==> config.mk <==
export PLATFORM = sky130hd
export DESIGN_NAME = fetch_unit
export DESIGN_NICKNAME = d
export VERILOG_FILES = /design/src/rtl/fetch_unit.sv
export SDC_FILE = /design/constraint.sdc
export NUM_CORES = 1
export LEC_CHECK = 0
export ABC_CLOCK_PERIOD_IN_PS = 2700
export BUFFER_PORTS_ARGS = -buffer_cell sky130_fd_sc_hd__buf_4
export CELL_PAD_IN_SITES_DETAIL_PLACEMENT = 1
export CELL_PAD_IN_SITES_GLOBAL_PLACEMENT = 1
export CORE_ASPECT_RATIO = 1.4
export CORE_UTILIZATION = 34
export DETAILED_ROUTE_END_ITERATION = 7
export HOLD_SLACK_MARGIN = 0.1
export PLACE_DENSITY = 0.9
export SKIP_CTS_REPAIR_TIMING = 1
export SYNTH_ARGS = -nofsm -noshare
export SYNTH_HDL_FRONTEND = slang
export SYNTH_SLANG_ARGS = --single-unit
==> constraint.sdc <==
create_clock -name i_clk -period 2.7 [get_ports i_clk]
set_input_delay 0.675 -clock i_clk [delete_from_list [all_inputs] [get_ports i_clk]]
set_output_delay 0.675 -clock i_clk [all_outputs]
set_load 0.1 [all_outputs]
==> src/rtl/fetch_unit.sv <==
// Instruction fetch stage. Holds the PC and fetches one word at a time over the
// req/gnt/rvalid handshake. Retires or redirects the instruction on an unstalled
// cycle, halts on illegal or misaligned flow, and counts retired instructions.
module fetch_unit #(
    parameter logic [31:0] RESET_PC = 32'h0000_0000,
    parameter logic [31:0] NOP_INST = 32'h0000_0013
) (
    input  logic        i_clk,
    input  logic        i_reset,
    output logic        o_imem_req,
    output logic [31:0] o_imem_addr,
    input  logic        i_imem_gnt,
    input  logic        i_imem_rvalid,
    input  logic [31:0] i_imem_rdata,
    output logic [31:0] o_inst,
    output logic [31:0] o_pc,
    output logic        o_inst_vld,
    input  logic        i_stall,
    input  logic        i_pc_sel,
    input  logic [31:0] i_alu_data,
    input  logic        i_insn_vld,
    output logic        o_halted,
    output logic [1:0]  o_halt_cause,
    output logic [31:0] o_retired
);

    typedef enum logic [1:0] {
        FETCH_REQ  = 2'd0,
        FETCH_WAIT = 2'd1,
        HOLD       = 2'd2,
        HALT       = 2'd3
    } state_t;

    localparam logic [1:0] CAUSE_NONE     = 2'b00;
    localparam logic [1:0] CAUSE_ILLEGAL  = 2'b01;
    localparam logic [1:0] CAUSE_MISALIGN = 2'b10;

    function automatic logic is_misaligned(input logic [1:0] low_bits);
        return (low_bits != 2'b00);
    endfunction

    state_t      state_r;
    state_t      state_nx_s;
    logic [31:0] pc_r;
    logic [31:0] pc_nx_s;
    logic [31:0] inst_r;
    logic [31:0] inst_nx_s;
    logic [31:0] retired_r;
    logic [31:0] retired_nx_s;
    logic [1:0]  cause_r;
    logic [1:0]  cause_nx_s;

    // Next-state, PC, instruction and counter computation for the fetch FSM.
    always_comb begin
        state_nx_s   = state_r;
        pc_nx_s      = pc_r;
        inst_nx_s    = inst_r;
        retired_nx_s = retired_r;
        cause_nx_s   = cause_r;
        case (state_r)
            FETCH_REQ: begin
                if (i_imem_gnt) begin
                    state_nx_s = FETCH_WAIT;
                end else begin
                    state_nx_s = FETCH_REQ;
                end
            end
            FETCH_WAIT: begin
                if (i_imem_rvalid) begin
                    inst_nx_s  = i_imem_rdata;
                    state_nx_s = HOLD;
                end else begin
                    state_nx_s = FETCH_WAIT;
                end
            end
            HOLD: begin
                if (i_stall) begin
                    state_nx_s = HOLD;
                end else if (!i_insn_vld) begin
                    state_nx_s = HALT;
                    cause_nx_s = CAUSE_ILLEGAL;
                end else if (i_pc_sel && is_misaligned(i_alu_data[1:0])) begin
                    // PC stays on the faulting instruction so software can locate it
                    state_nx_s = HALT;
                    cause_nx_s = CAUSE_MISALIGN;
                end else begin
                    retired_nx_s = retired_r + 32'd1;
                    pc_nx_s      = i_pc_sel ? i_alu_data : (pc_r + 32'd4);
                    inst_nx_s    = NOP_INST;
                    state_nx_s   = FETCH_REQ;
                end
            end
            HALT: begin
                state_nx_s = HALT;
            end
            default: begin
                state_nx_s = FETCH_REQ;
                inst_nx_s  = NOP_INST;
                cause_nx_s = CAUSE_NONE;
            end
        endcase
    end

    // State and datapath registers with synchronous reset.
    always_ff @(posedge i_clk) begin
        if (i_reset) begin
            state_r   <= FETCH_REQ;
            pc_r      <= RESET_PC;
            inst_r    <= NOP_INST;
            retired_r <= 32'd0;
            cause_r   <= CAUSE_NONE;
        end else begin
            state_r   <= state_nx_s;
            pc_r      <= pc_nx_s;
            inst_r    <= inst_nx_s;
            retired_r <= retired_nx_s;
            cause_r   <= cause_nx_s;
        end
    end

    // Reset masks the state-decoded strobes so nothing is requested or executed while it is held.
    assign o_imem_req   = (state_r == FETCH_REQ) & ~i_reset;
    assign o_inst_vld   = (state_r == HOLD) & ~i_reset;
    assign o_halted     = (state_r == HALT);
    assign o_halt_cause = cause_r;
    assign o_imem_addr  = pc_r;
    assign o_pc         = pc_r;
    assign o_inst       = inst_r;
    assign o_retired    = retired_r;

endmodule

==> impl_results.html, run 1 <==
<table>
<tr><th>Metric</th><th>Value</th></tr>
<tr><th colspan="2">Outcome</th></tr>
<tr><td>Outcome</td><td>finished, final reports clean</td></tr>
<tr><th colspan="2">Die</th></tr>
<tr><td>Initial standard-cell utilization of the core</td><td>0.348</td></tr>
<tr><td>Std cell rows</td><td>52</td></tr>
<tr><td>Area of the die</td><td>15300 um^2</td></tr>
<tr><td>Ports placed on the boundary</td><td>204</td></tr>
<tr><td>Die extent in x</td><td>105 um</td></tr>
<tr><td>Overall die height</td><td>146 um</td></tr>
<tr><td>Core area</td><td>14400 um^2</td></tr>
<tr><th colspan="2">Global routing</th></tr>
<tr><td>Overflow left after global routing</td><td>0</td></tr>
<tr><td>Antenna violations before repair</td><td>0</td></tr>
<tr><td>Total routing resource utilization after global routing</td><td>0.222</td></tr>
<tr><td>Vias in the first global route</td><td>5278</td></tr>
<tr><td>Largest net degree at the start of global routing</td><td>67</td></tr>
<tr><td>First-pass GRT wire length</td><td>27300 um</td></tr>
<tr><th colspan="2">STA</th></tr>
<tr><td>Setup_tns</td><td>0 ns</td></tr>
<tr><td>Actual transition at the worst max-transition pin</td><td>0.696 ns</td></tr>
<tr><td>Setup repair after global routing missed its margin</td><td>no</td></tr>
<tr><td>Final hold violation count</td><td>0</td></tr>
<tr><td>Final Max Tran Viols</td><td>0</td></tr>
<tr><td>Final period demand of the worst path</td><td>2.16 ns</td></tr>
<tr><td>Post-route fraction of the period consumed by the critical path</td><td>0.799</td></tr>
<tr><td>Setup-violating endpoint count in the final report</td><td>0</td></tr>
<tr><td>Maximum frequency from static timing analysis</td><td>0.463 GHz</td></tr>
<tr><td>Worst slew margin</td><td>0.536</td></tr>
<tr><td>Clock skew after layout</td><td>0.0138 ns</td></tr>
<tr><th colspan="2">Power and ir drop</th></tr>
<tr><td>P_leak</td><td>2.78 nW</td></tr>
<tr><td>Power per cell area</td><td>498 nW/um^2</td></tr>
<tr><td>Power Total</td><td>3.39 mW</td></tr>
<tr><td>Maximum VDD drop</td><td>354 uV</td></tr>
<tr><th colspan="2">Layout</th></tr>
<tr><td>Post-layout util</td><td>0.472</td></tr>
<tr><td>Share of layout cells above drive strength 1</td><td>0.319</td></tr>
<tr><td>Net count of the finished layout</td><td>855</td></tr>
<tr><td>Total of fill cells in the finished design</td><td>1794</td></tr>
<tr><td>Area growth from synthesis to layout</td><td>35.7%</td></tr>
<tr><td>Non-filler cells in the finished layout</td><td>976</td></tr>
<tr><td>Number of antenna diodes</td><td>0</td></tr>
<tr><th colspan="2">Setup path</th></tr>
<tr><td>Number of buffer and inverter stages on the critical path</td><td>0</td></tr>
<tr><td>Sort of element at the end of the critical path</td><td>register</td></tr>
<tr><td>Crit path max fanout</td><td>6</td></tr>
<tr><td>Req. time, crit path</td><td>2.96 ns</td></tr>
<tr><td>Endpoint arrival time on the critical path</td><td>2.42 ns</td></tr>
<tr><td>Type of element launching the critical path</td><td>register</td></tr>
<tr><td>Startpoint-to-endpoint class of the critical path</td><td>reg -&gt; reg</td></tr>
<tr><td>Critical path cell sequence</td><td>and4_1, nand4_2, or4_4, or4_1, a21oi_1</td></tr>
<tr><td>Slowest cell delay on critical path</td><td>0.49 ns</td></tr>
<tr><td>Cell with the biggest individual delay on the critical path</td><td>sky130_fd_sc_hd__or4_4</td></tr>
<tr><td>Setup slack on the worst flop-to-flop path</td><td>0.54 ns</td></tr>
<tr><td>Top delay family on crit path</td><td>simple AND/OR/NAND/NOR gates</td></tr>
<tr><th colspan="2">Clocking</th></tr>
<tr><td>Number of H-tree levels</td><td>3</td></tr>
<tr><td>Clk slew on worst S/H paths</td><td>0.07 ns</td></tr>
<tr><td>Clock Latency Late Sink</td><td>0.34 ns</td></tr>
<tr><td>Clk buf depth</td><td>2</td></tr>
<tr><td>TritonCTS clock tree</td><td>yes</td></tr>
<tr><td>Clock root buffer</td><td>sky130_fd_sc_hd__clkbuf_16</td></tr>
<tr><td># clock sinks</td><td>100</td></tr>
<tr><td>Total clock buffers created by CTS</td><td>9</td></tr>
<tr><th colspan="2">Synthesis</th></tr>
<tr><td>Predominant post-synthesis flop cell</td><td>sky130_fd_sc_hd__dfxtp_1</td></tr>
<tr><td>Cell type with the largest total area after synthesis</td><td>sky130_fd_sc_hd__dfxtp_1</td></tr>
<tr><td>Synthesized cell area</td><td>5020 um^2</td></tr>
<tr><td>Fraction of synthesized cell area taken by the top area cell type</td><td>0.398</td></tr>
<tr><td>Number of enable flip-flop cells after synthesis</td><td>0</td></tr>
<tr><td>Net count after synthesis</td><td>700</td></tr>
<tr><td>Post-synthesis cell type count</td><td>56</td></tr>
<tr><td>Cells after synthesis</td><td>627</td></tr>
<tr><td>Average footprint of a synthesized cell</td><td>8.01 um^2</td></tr>
<tr><td>Register bit total from synthesis</td><td>100</td></tr>
<tr><td>Share of synthesized flip-flops with an asynchronous set or reset</td><td>0</td></tr>
<tr><td>Post-synthesis sequential area ratio</td><td>0.398</td></tr>
<tr><td>Synth warn</td><td>0</td></tr>
<tr><td>Top cells by area in the synthesized netlist</td><td>sky130_fd_sc_hd__dfxtp_1 (40%), sky130_fd_sc_hd__a21oi_1 (6.0%), sky130_fd_sc_hd__nand3_1 (5.3%), sky130_fd_sc_hd__buf_4 (5.1%), sky130_fd_sc_hd__nand2_1 (5.0%)</td></tr>
<tr><th colspan="2">Placement</th></tr>
<tr><td>Placed cell count</td><td>960</td></tr>
<tr><td>Final HPWL DP</td><td>12200 um</td></tr>
<tr><td>Routability congestion estimate</td><td>0.782</td></tr>
<tr><td>Number of buffers added on ports</td><td>203</td></tr>
<tr><th colspan="2">Detailed routing</th></tr>
<tr><td>Initial DRT Pass Iterations</td><td>4</td></tr>
<tr><td>Vias</td><td>5271</td></tr>
<tr><td>Antenna violation net count after detailed routing</td><td>0</td></tr>
<tr><td>Final routed wirelength across all metal layers</td><td>16900 um</td></tr>
<tr><td>WL/cell</td><td>17.3 um</td></tr>
<tr><td>Vias per cell</td><td>5.40</td></tr>
<tr><td>Iteration-0 DRC Markers</td><td>121</td></tr>
<tr><td>Count of unresolved DRC violations after routing</td><td>0</td></tr>
<tr><th colspan="2">Job</th></tr>
<tr><td>Max capacitance violation total</td><td>0</td></tr>
<tr><th colspan="2">Min path</th></tr>
<tr><td>Hold crit path type</td><td>reg -&gt; reg</td></tr>
</table>
==> placed cells by master (no fill, tap or decap), drive strengths merged, types with 7 or more instances in the layout <==
| cell | instances |
|---|---|
| nand3 | 54 |
| o21ai | 21 |
| or4 | 8 |
| inv | 14 |
| a22oi | 11 |
| o22ai | 8 |
| or3 | 7 |
| and3 | 13 |
| a31oi | 7 |
| nand4 | 13 |
| clkbuf | 9 |
| and4 | 10 |
| buf | 219 |
| nor2 | 50 |
| a211oi | 7 |
| dfxtp | 100 |
| mux2i | 8 |
| nand2 | 67 |
| xnor2 | 19 |
| nor3 | 26 |
| a21oi | 60 |
==> cell families after synthesis <==
group,Yosys count,share of synthesized area
and+or+nand+nor,268,0.278
AOI/OAI and AO/OA,140,0.171
DFF,100,0.398
buffers and inverters,86,0.0919
xor gates and xnor gates,23,0.0401
muxes,8,0.0159
adders and majority gates,2,0.00498
==> worst min-delay path, stage by stage, from the launching register on <==
cell and delay [ns]:
sky130_fd_sc_hd__dfxtp_1 0.31, sky130_fd_sc_hd__nand3_1 0.06, sky130_fd_sc_hd__a21oi_1 0.06
==> Yosys cell counts (all sizes together), types with 2 or more instances <==
cell,count
a211oi,7
o21ai,21
nor2,50
nor4,6
nor3,26
a32o,2
xnor2,19
nand4,13
nand3,54
a22o,3
inv,11
mux2i,8
and4,10
a22oi,11
buf,40
o41ai,4
ha,2
or3,7
a41o,2
clkbuf,35
and2,5
o22ai,8
a21oi,60
or2,3
nand2,67
a31oi,7
dfxtp,100
and3,13
o31ai,6
or4,8
xor2,4
o211ai,2
o21a,2
==> report_power, final <==
group | internal [mW] | switching, mW | total (mW) | leakage [nW]
clock network | 0.734 | 0.602 | 1.34 | 0.152
registers | 1.50 | 0.0258 | 1.53 | 0.809
logic | 0.154 | 0.375 | 0.529 | 1.82
total | 2.39 | 1.00 | 3.39 | 2.78
==> layer usage <==
metal / global-route usage / part of all wire / vias to the layer above
li1: - / - / 2540
met1: 0.242 / 0.39 / 2529
met2: 0.399 / 0.52 / 175
met3: 0.0596 / 0.064 / 27
met4: 0.0951 / 0.027 / 0
met5: 0 / 0 / -
==> registers in the layout, summed over array words and instances (netlist names) <==
| signal | count |
|---|---|
| state_r | 2 |
| o_imem_addr | 32 |
| o_retired | 32 |
| o_halt_cause | 2 |
| o_inst | 32 |
==> worst paths after layout <==
kind / endpoint / depth (start not counted) / startpoint
min: o_inst[16]$_SDFFE_PP0P_ / 2 / o_inst[16]$_SDFFE_PP0P_
max: o_retired[30]$_SDFFE_PP0P_ / 5 / o_retired[16]$_SDFFE_PP0P_
max reg2reg: o_retired[30]$_SDFFE_PP0P_ / 5 / o_retired[16]$_SDFFE_PP0P_
min reg2reg: o_inst[16]$_SDFFE_PP0P_ / 2 / o_inst[16]$_SDFFE_PP0P_
==> per-stage QoR <==
| stage | hold slack, ns | worst slack (ns) | area (um^2) |
|---|---|---|---|
| global route | 0.489 | 0.409 | 6820 |
| detailed placement | 0.462 | 0.395 | 6510 |
| floorplan | 0.592 | 0.00518 | 5040 |
| CTS | 0.474 | 0.516 | 6820 |
| finish | 0.471 | 0.542 | 6820 |
| global placement | 0.454 | 0.446 | 6510 |
==> final cells by class <==
| cell class | count | area, um^2 | area share |
|---|---|---|---|
| Clock buffer | 9 | 225 | 0.0330 |
| Clock inverter | 7 | 81.3 | 0.0119 |
| Inverter | 11 | 41.3 | 0.00606 |
| Multi-Input combinational cell | 441 | 2580 | 0.379 |
| Sequential cell | 100 | 2000 | 0.294 |
| Tap cell | 189 | 236 | 0.0347 |
| Timing Repair Buffer | 219 | 1640 | 0.241 |
No activity file was read; power rests on OpenSTA's default activity.
==> run 2, diff against run 1 <==
Settings changed: ABC_CLOCK_PERIOD_IN_PS 2700 to 1900, CORE_UTILIZATION 34 to 31, PLACE_DENSITY 0.9 to 0.87.
Clock period 2.7 ns to 1.9 ns, I/O delays scaled along.
==> impl_results.html, run 2 (synthesized netlist as in run 1, its figures left out) <==
<table>
<tr><th>Metric</th><th>Value</th></tr>
<tr><th colspan="2">Layout</th></tr>
<tr><td>Commonest cells after routing, fill and taps aside</td><td>sky130_fd_sc_hd__buf_4 (249), sky130_fd_sc_hd__nand2_1 (65), sky130_fd_sc_hd__a21oi_1 (60), sky130_fd_sc_hd__nand3_1 (53), sky130_fd_sc_hd__nor2_1 (48)</td></tr>
<tr><td>Number of antenna diodes</td><td>0</td></tr>
<tr><td>Most common cell after layout, fill and taps aside</td><td>sky130_fd_sc_hd__buf_4</td></tr>
<tr><td>Area growth from synthesis to layout</td><td>46.1%</td></tr>
<tr><td>Total of fill cells in the finished design</td><td>1919</td></tr>
<tr><td>Net count of the finished layout</td><td>890</td></tr>
<tr><td>Share of layout cells above drive strength 1</td><td>0.426</td></tr>
<tr><th colspan="2">Die</th></tr>
<tr><td>Core area</td><td>15700 um^2</td></tr>
<tr><td>Initial standard-cell utilization of the core</td><td>0.319</td></tr>
<tr><td>Overall die height</td><td>153 um</td></tr>
<tr><td>Die extent in x</td><td>110 um</td></tr>
<tr><td>Std cell rows</td><td>54</td></tr>
<tr><td>Ports placed on the boundary</td><td>204</td></tr>
<tr><td>Area of the die</td><td>16700 um^2</td></tr>
<tr><th colspan="2">Setup path</th></tr>
<tr><td>Sort of element at the end of the critical path</td><td>output port</td></tr>
<tr><td>Startpoint-to-endpoint class of the critical path</td><td>reg -&gt; out</td></tr>
<tr><td>Crit path max fanout</td><td>8</td></tr>
<tr><td>Critical R2R Launch</td><td>state_r[0]$_SDFF_PP0_</td></tr>
<tr><td>Launch point of the worst path</td><td>state_r[0]$_SDFF_PP0_</td></tr>
<tr><td>Slowest cell delay on critical path</td><td>0.33 ns</td></tr>
<tr><td>Cell with the biggest individual delay on the critical path</td><td>sky130_fd_sc_hd__dfxtp_1</td></tr>
<tr><td>Endpoint arrival time on the critical path</td><td>1.39 ns</td></tr>
<tr><td>Top delay family on crit path</td><td>simple AND/OR/NAND/NOR gates</td></tr>
<tr><td>Req. time, crit path</td><td>1.42 ns</td></tr>
<tr><td>Type of element launching the critical path</td><td>register</td></tr>
<tr><td>Number of buffer and inverter stages on the critical path</td><td>2</td></tr>
<tr><td>Critical path cell sequence</td><td>buf_4, nand2b_2, nor2_4, buf_12</td></tr>
<tr><th colspan="2">Global routing</th></tr>
<tr><td>Total routing resource utilization after global routing</td><td>0.217</td></tr>
<tr><td>Overflow left after global routing</td><td>0</td></tr>
<tr><td>Vias in the first global route</td><td>5585</td></tr>
<tr><td>Antenna violations before repair</td><td>0</td></tr>
<tr><td>Largest net degree at the start of global routing</td><td>59</td></tr>
<tr><td>First-pass GRT wire length</td><td>28600 um</td></tr>
<tr><th colspan="2">Outcome</th></tr>
<tr><td>Outcome</td><td>finished, final reports clean</td></tr>
<tr><th colspan="2">STA</th></tr>
<tr><td>Minimum setup slack in the final design</td><td>0.0369 ns</td></tr>
<tr><td>Worst hold slack</td><td>0.379 ns</td></tr>
<tr><td>Final period demand of the worst path</td><td>1.86 ns</td></tr>
<tr><td>Final Max Tran Viols</td><td>0</td></tr>
<tr><td>Post-route fraction of the period consumed by the critical path</td><td>0.981</td></tr>
<tr><td>Worst slew margin</td><td>0.570</td></tr>
<tr><td>Setup-violating endpoint count in the final report</td><td>0</td></tr>
<tr><td>Final hold violation count</td><td>0</td></tr>
<tr><td>Maximum frequency from static timing analysis</td><td>0.537 GHz</td></tr>
<tr><td>Actual transition at the worst max-transition pin</td><td>0.645 ns</td></tr>
<tr><td>Setup repair after global routing missed its margin</td><td>no</td></tr>
<tr><td>Clock skew after layout</td><td>0.00918 ns</td></tr>
<tr><th colspan="2">Placement</th></tr>
<tr><td>Pre-CTS setup slack</td><td>-0.175 ns</td></tr>
<tr><td>Number of buffers added on ports</td><td>203</td></tr>
<tr><td>Routability congestion estimate</td><td>0.895</td></tr>
<tr><td>Final HPWL DP</td><td>13700 um</td></tr>
<tr><th colspan="2">Clocking</th></tr>
<tr><td>Total clock buffers created by CTS</td><td>9</td></tr>
<tr><td>Clock root buffer</td><td>sky130_fd_sc_hd__clkbuf_16</td></tr>
<tr><td>Clk slew on worst S/H paths</td><td>0.07 ns</td></tr>
<tr><td>Clock Latency Late Sink</td><td>0.34 ns</td></tr>
<tr><td>TritonCTS clock tree</td><td>yes</td></tr>
<tr><td>Clk buf depth</td><td>2</td></tr>
<tr><td>Number of H-tree levels</td><td>3</td></tr>
<tr><td># clock sinks</td><td>100</td></tr>
<tr><th colspan="2">Detailed routing</th></tr>
<tr><td>Iteration-0 DRC Markers</td><td>360</td></tr>
<tr><td>Initial DRT Pass Iterations</td><td>4</td></tr>
<tr><td>WL/cell</td><td>17.9 um</td></tr>
<tr><td>Vias</td><td>5476</td></tr>
<tr><td>Vias per cell</td><td>5.38</td></tr>
<tr><td>Count of unresolved DRC violations after routing</td><td>0</td></tr>
<tr><td>Final routed wirelength across all metal layers</td><td>18200 um</td></tr>
<tr><td>Antenna violation net count after detailed routing</td><td>0</td></tr>
<tr><th colspan="2">Power and ir drop</th></tr>
<tr><td>Power Total</td><td>4.67 mW</td></tr>
<tr><td>P_leak</td><td>3.00 nW</td></tr>
<tr><td>Power per cell area</td><td>637 nW/um^2</td></tr>
<tr><td>Maximum VDD drop</td><td>368 uV</td></tr>
<tr><th colspan="2">Min path</th></tr>
<tr><td>Hold crit path type</td><td>in -&gt; reg</td></tr>
<tr><td>Startpoint of the lowest-slack hold path</td><td>i_imem_rdata[31]</td></tr>
<tr><th colspan="2">Job</th></tr>
<tr><td>Max capacitance violation total</td><td>0</td></tr>
</table>
==> run 2: cell types whose count changed in the layout (fill, tap and decap cells not counted), sizes merged <==
cell / previous run / this run
clkbuf: 9 / 10
buf: 219 / 254
clkinvlp: 0 / 1
bufinv: 1 / 0
inv: 14 / 13
==> run 2: worst register-to-register path, stage by stage (launching register included) <==
cell	delay (ns)
sky130_fd_sc_hd__dfxtp_1	0.33
sky130_fd_sc_hd__buf_4	0.17
sky130_fd_sc_hd__nand4bb_1	0.18
sky130_fd_sc_hd__buf_4	0.15
sky130_fd_sc_hd__nor2_1	0.19
sky130_fd_sc_hd__nand2_1	0.11
sky130_fd_sc_hd__or4_1	0.42
sky130_fd_sc_hd__a31oi_1	0.18
==> run 2: per-layer routing <==
metal	up-vias	global-route usage	wire (um)
met1	2663	0.244	7080
met2	171	0.394	9770
met3	42	0.0338	806
met4	0	0.0933	582
met5	-	0	0
li1	2600	-	-
==> run 2: power by group <==
part | switching (mW) | leakage [nW] | internal, mW
sequential | 0.0291 | 0.851 | 2.08
combinational | 0.557 | 2.02 | 0.248
clock | 0.857 | 0.133 | 0.905
==> run 2: area by class of cell <==
| type | instances | area (um^2) | share of cell area |
|---|---|---|---|
| timing repair buffer | 254 | 1970 | 0.268 |
| sequential | 100 | 2180 | 0.297 |
| tap | 196 | 245 | 0.0334 |
| inverter | 11 | 41.3 | 0.00562 |
| clock inverter | 6 | 48.8 | 0.00665 |
| clock buffer | 10 | 229 | 0.0312 |
| multi-input combinational | 441 | 2630 | 0.358 |
==> run 2: path summary, 6_finish.rpt <==
path	to	slack (ns)	depth (start not counted)
worst min-delay path	o_inst[31]$_SDFFE_PP0P_	0.38	3
worst max register to register	o_imem_addr[19]$_SDFFE_PP0P_	0.08	7
worst min register to register	o_inst[23]$_SDFFE_PP0P_	0.47	2
worst max-delay path	o_inst_vld	0.04	4
==> run 2: through the flow <==
stage / std cells / cell area, um^2 / utilization / TNS (ns)
global placement: 1002 / 7040 / 0.447 / -0.789
floorplan: 627 / 5270 / - / -0.523
global route: 1018 / 7340 / 0.466 / 0
CTS: 1018 / 7320 / 0.465 / -0.0818
finish: 1018 / 7340 / 0.466 / 0
detailed placement: 1002 / 7040 / 0.447 / -2.05
==> run 3, diff against run 2 <==
Settings changed: PLACE_DENSITY 0.87 to 0.77.
==> impl_results.html, run 3 (synthesized netlist as in run 1, its figures left out) <==
<table>
<tr><th>Metric</th><th>Value</th></tr>
<tr><th colspan="2">Layout</th></tr>
<tr><td>Commonest cells after routing, fill and taps aside</td><td>sky130_fd_sc_hd__buf_4 (242), sky130_fd_sc_hd__nand2_1 (65), sky130_fd_sc_hd__a21oi_1 (59), sky130_fd_sc_hd__nand3_1 (53), sky130_fd_sc_hd__nor2_1 (48)</td></tr>
<tr><td>Sequential cell area in the final layout</td><td>2180 um^2</td></tr>
<tr><td>Share of layout cells above drive strength 1</td><td>0.423</td></tr>
<tr><td>Multi-input logic area</td><td>2640 um^2</td></tr>
<tr><td>Area growth from synthesis to layout</td><td>44.3%</td></tr>
<tr><td>Net count of the finished layout</td><td>881</td></tr>
<tr><td>Post-layout util</td><td>0.460</td></tr>
<tr><td>Final cell area excluding filler cells</td><td>7250 um^2</td></tr>
<tr><td>Total of fill cells in the finished design</td><td>1901</td></tr>
<tr><td>Most common cell after layout, fill and taps aside</td><td>sky130_fd_sc_hd__buf_4</td></tr>
<tr><td>Number of antenna diodes</td><td>0</td></tr>
<tr><th colspan="2">Die</th></tr>
<tr><td>Std cell rows</td><td>54</td></tr>
<tr><td>Die extent in x</td><td>110 um</td></tr>
<tr><td>Overall die height</td><td>153 um</td></tr>
<tr><td>Core area</td><td>15700 um^2</td></tr>
<tr><td>Area of the die</td><td>16700 um^2</td></tr>
<tr><td>Initial standard-cell utilization of the core</td><td>0.319</td></tr>
<tr><td>Ports placed on the boundary</td><td>204</td></tr>
<tr><th colspan="2">Setup path</th></tr>
<tr><td>Most numerous cell on the critical path</td><td>sky130_fd_sc_hd__or4_4</td></tr>
<tr><td>Req. time, crit path</td><td>2.17 ns</td></tr>
<tr><td>Cell with the biggest individual delay on the critical path</td><td>sky130_fd_sc_hd__or4_4</td></tr>
<tr><td>Sort of element at the end of the critical path</td><td>register</td></tr>
<tr><td>Crit path max fanout</td><td>5</td></tr>
<tr><td>Number of buffer and inverter stages on the critical path</td><td>0</td></tr>
<tr><td>Slowest cell delay on critical path</td><td>0.46 ns</td></tr>
<tr><td>Startpoint-to-endpoint class of the critical path</td><td>reg -&gt; reg</td></tr>
<tr><td>Top delay family on crit path</td><td>simple AND/OR/NAND/NOR gates</td></tr>
<tr><td>Critical path cell sequence</td><td>and4_4, nand4_4, or4_4, or4_4, a21oi_2</td></tr>
<tr><td>Type of element launching the critical path</td><td>register</td></tr>
<tr><td>Endpoint arrival time on the critical path</td><td>2.13 ns</td></tr>
<tr><th colspan="2">Clocking</th></tr>
<tr><td>Clock root buffer</td><td>sky130_fd_sc_hd__clkbuf_16</td></tr>
<tr><td>Clock Latency Late Sink</td><td>0.34 ns</td></tr>
<tr><td>Total clock buffers created by CTS</td><td>9</td></tr>
<tr><td>Clk buf depth</td><td>2</td></tr>
<tr><td># clock sinks</td><td>100</td></tr>
<tr><td>TritonCTS clock tree</td><td>yes</td></tr>
<tr><td>Clk slew on worst S/H paths</td><td>0.07 ns</td></tr>
<tr><td>Number of H-tree levels</td><td>3</td></tr>
<tr><th colspan="2">STA</th></tr>
<tr><td>Post-route fraction of the period consumed by the critical path</td><td>0.976</td></tr>
<tr><td>Minimum setup slack in the final design</td><td>0.0452 ns</td></tr>
<tr><td>Maximum frequency from static timing analysis</td><td>0.539 GHz</td></tr>
<tr><td>Final hold violation count</td><td>0</td></tr>
<tr><td>Final period demand of the worst path</td><td>1.85 ns</td></tr>
<tr><td>Setup repair after global routing missed its margin</td><td>no</td></tr>
<tr><td>Final Max Tran Viols</td><td>0</td></tr>
<tr><td>Worst hold slack</td><td>0.372 ns</td></tr>
<tr><td>Setup-violating endpoint count in the final report</td><td>0</td></tr>
<tr><td>Actual transition at the worst max-transition pin</td><td>0.615 ns</td></tr>
<tr><td>Clock skew after layout</td><td>0.00879 ns</td></tr>
<tr><td>Worst slew margin</td><td>0.590</td></tr>
<tr><th colspan="2">Job</th></tr>
<tr><td>Max capacitance violation total</td><td>0</td></tr>
<tr><th colspan="2">Global routing</th></tr>
<tr><td>Overflow left after global routing</td><td>0</td></tr>
<tr><td>Largest net degree at the start of global routing</td><td>42</td></tr>
<tr><td>Total routing resource utilization after global routing</td><td>0.212</td></tr>
<tr><td>Antenna violations before repair</td><td>0</td></tr>
<tr><td>First-pass GRT wire length</td><td>27700 um</td></tr>
<tr><td>Vias in the first global route</td><td>5543</td></tr>
<tr><th colspan="2">Detailed routing</th></tr>
<tr><td>Count of unresolved DRC violations after routing</td><td>0</td></tr>
<tr><td>Final routed wirelength across all metal layers</td><td>18200 um</td></tr>
<tr><td>Vias per cell</td><td>5.45</td></tr>
<tr><td>WL/cell</td><td>18.0 um</td></tr>
<tr><td>Antenna violation net count after detailed routing</td><td>0</td></tr>
<tr><td>Vias</td><td>5498</td></tr>
<tr><td>Iteration-0 DRC Markers</td><td>205</td></tr>
<tr><td>Initial DRT Pass Iterations</td><td>4</td></tr>
<tr><th colspan="2">Placement</th></tr>
<tr><td>Area after detailed placement</td><td>6950 um^2</td></tr>
<tr><td>Final HPWL DP</td><td>13600 um</td></tr>
<tr><td>Pre-CTS setup slack</td><td>-0.170 ns</td></tr>
<tr><td>Number of buffers added on ports</td><td>203</td></tr>
<tr><td>Routability congestion estimate</td><td>0.914</td></tr>
<tr><th colspan="2">Power and ir drop</th></tr>
<tr><td>P_leak</td><td>2.95 nW</td></tr>
<tr><td>Maximum VDD drop</td><td>317 uV</td></tr>
<tr><td>Power per cell area</td><td>637 nW/um^2</td></tr>
<tr><th colspan="2">Min path</th></tr>
<tr><td>Hold crit path type</td><td>in -&gt; reg</td></tr>
<tr><th colspan="2">Outcome</th></tr>
<tr><td>Outcome</td><td>finished, final reports clean</td></tr>
</table>
-- run 3: report_power, final --
group / internal, mW / leakage (nW) / switching (mW)
clock network: 0.890 / 0.133 / 0.825
logic: 0.242 / 1.97 / 0.555
registers: 2.08 / 0.851 / 0.0291
total: 3.21 / 2.95 / 1.41
-- run 3: path summary, 6_finish.rpt --
check / cells after the start / endpoint / from / slack (ns)
worst max-delay path: 5 / o_retired[31]$_SDFFE_PP0P_ / o_retired[16]$_SDFFE_PP0P_ / 0.05
worst min-delay path: 3 / o_inst[12]$_SDFFE_PP0P_ / i_imem_rdata[12] / 0.37
worst max register to register: 5 / o_retired[31]$_SDFFE_PP0P_ / o_retired[16]$_SDFFE_PP0P_ / 0.05
worst min register to register: 2 / o_inst[20]$_SDFFE_PP0P_ / o_inst[20]$_SDFFE_PP0P_ / 0.47
-- run 3: final cells by class --
cell class / instances / area share
timing repair buffer: 245 / 0.259
sequential: 100 / 0.301
tap: 196 / 0.0338
multi-input combinational: 441 / 0.364
inverter: 11 / 0.00570
clock inverter: 6 / 0.00552
clock buffer: 10 / 0.0316
-- run 3: worst min-delay path, cell delays in order --
cell and delay [ns]:
sky130_fd_sc_hd__buf_4 0.11, sky130_fd_sc_hd__nand2_1 0.04, sky130_fd_sc_hd__a21oi_1 0.05
-- run 3: metal layers --
| metal | GRT usage | vias to the layer above | part of all wire |
|---|---|---|---|
| met5 | 0 | - | 0 |
| met4 | 0.0927 | 0 | 0.033 |
| met3 | 0.0466 | 32 | 0.069 |
| met2 | 0.389 | 198 | 0.52 |
| met1 | 0.227 | 2680 | 0.38 |
| li1 | - | 2588 | - |
-- run 3: stage by stage --
step / std cells / TNS (ns) / power, mW
after floorplan: 627 / -0.523 / 2.68
after global placement: 993 / -1.21 / 2.94
after detailed placement: 993 / -2.93 / 2.95
after CTS: 1009 / -0.104 / 4.69
after global routing: 1009 / 0 / 4.81
final: 1009 / 0 / 4.62
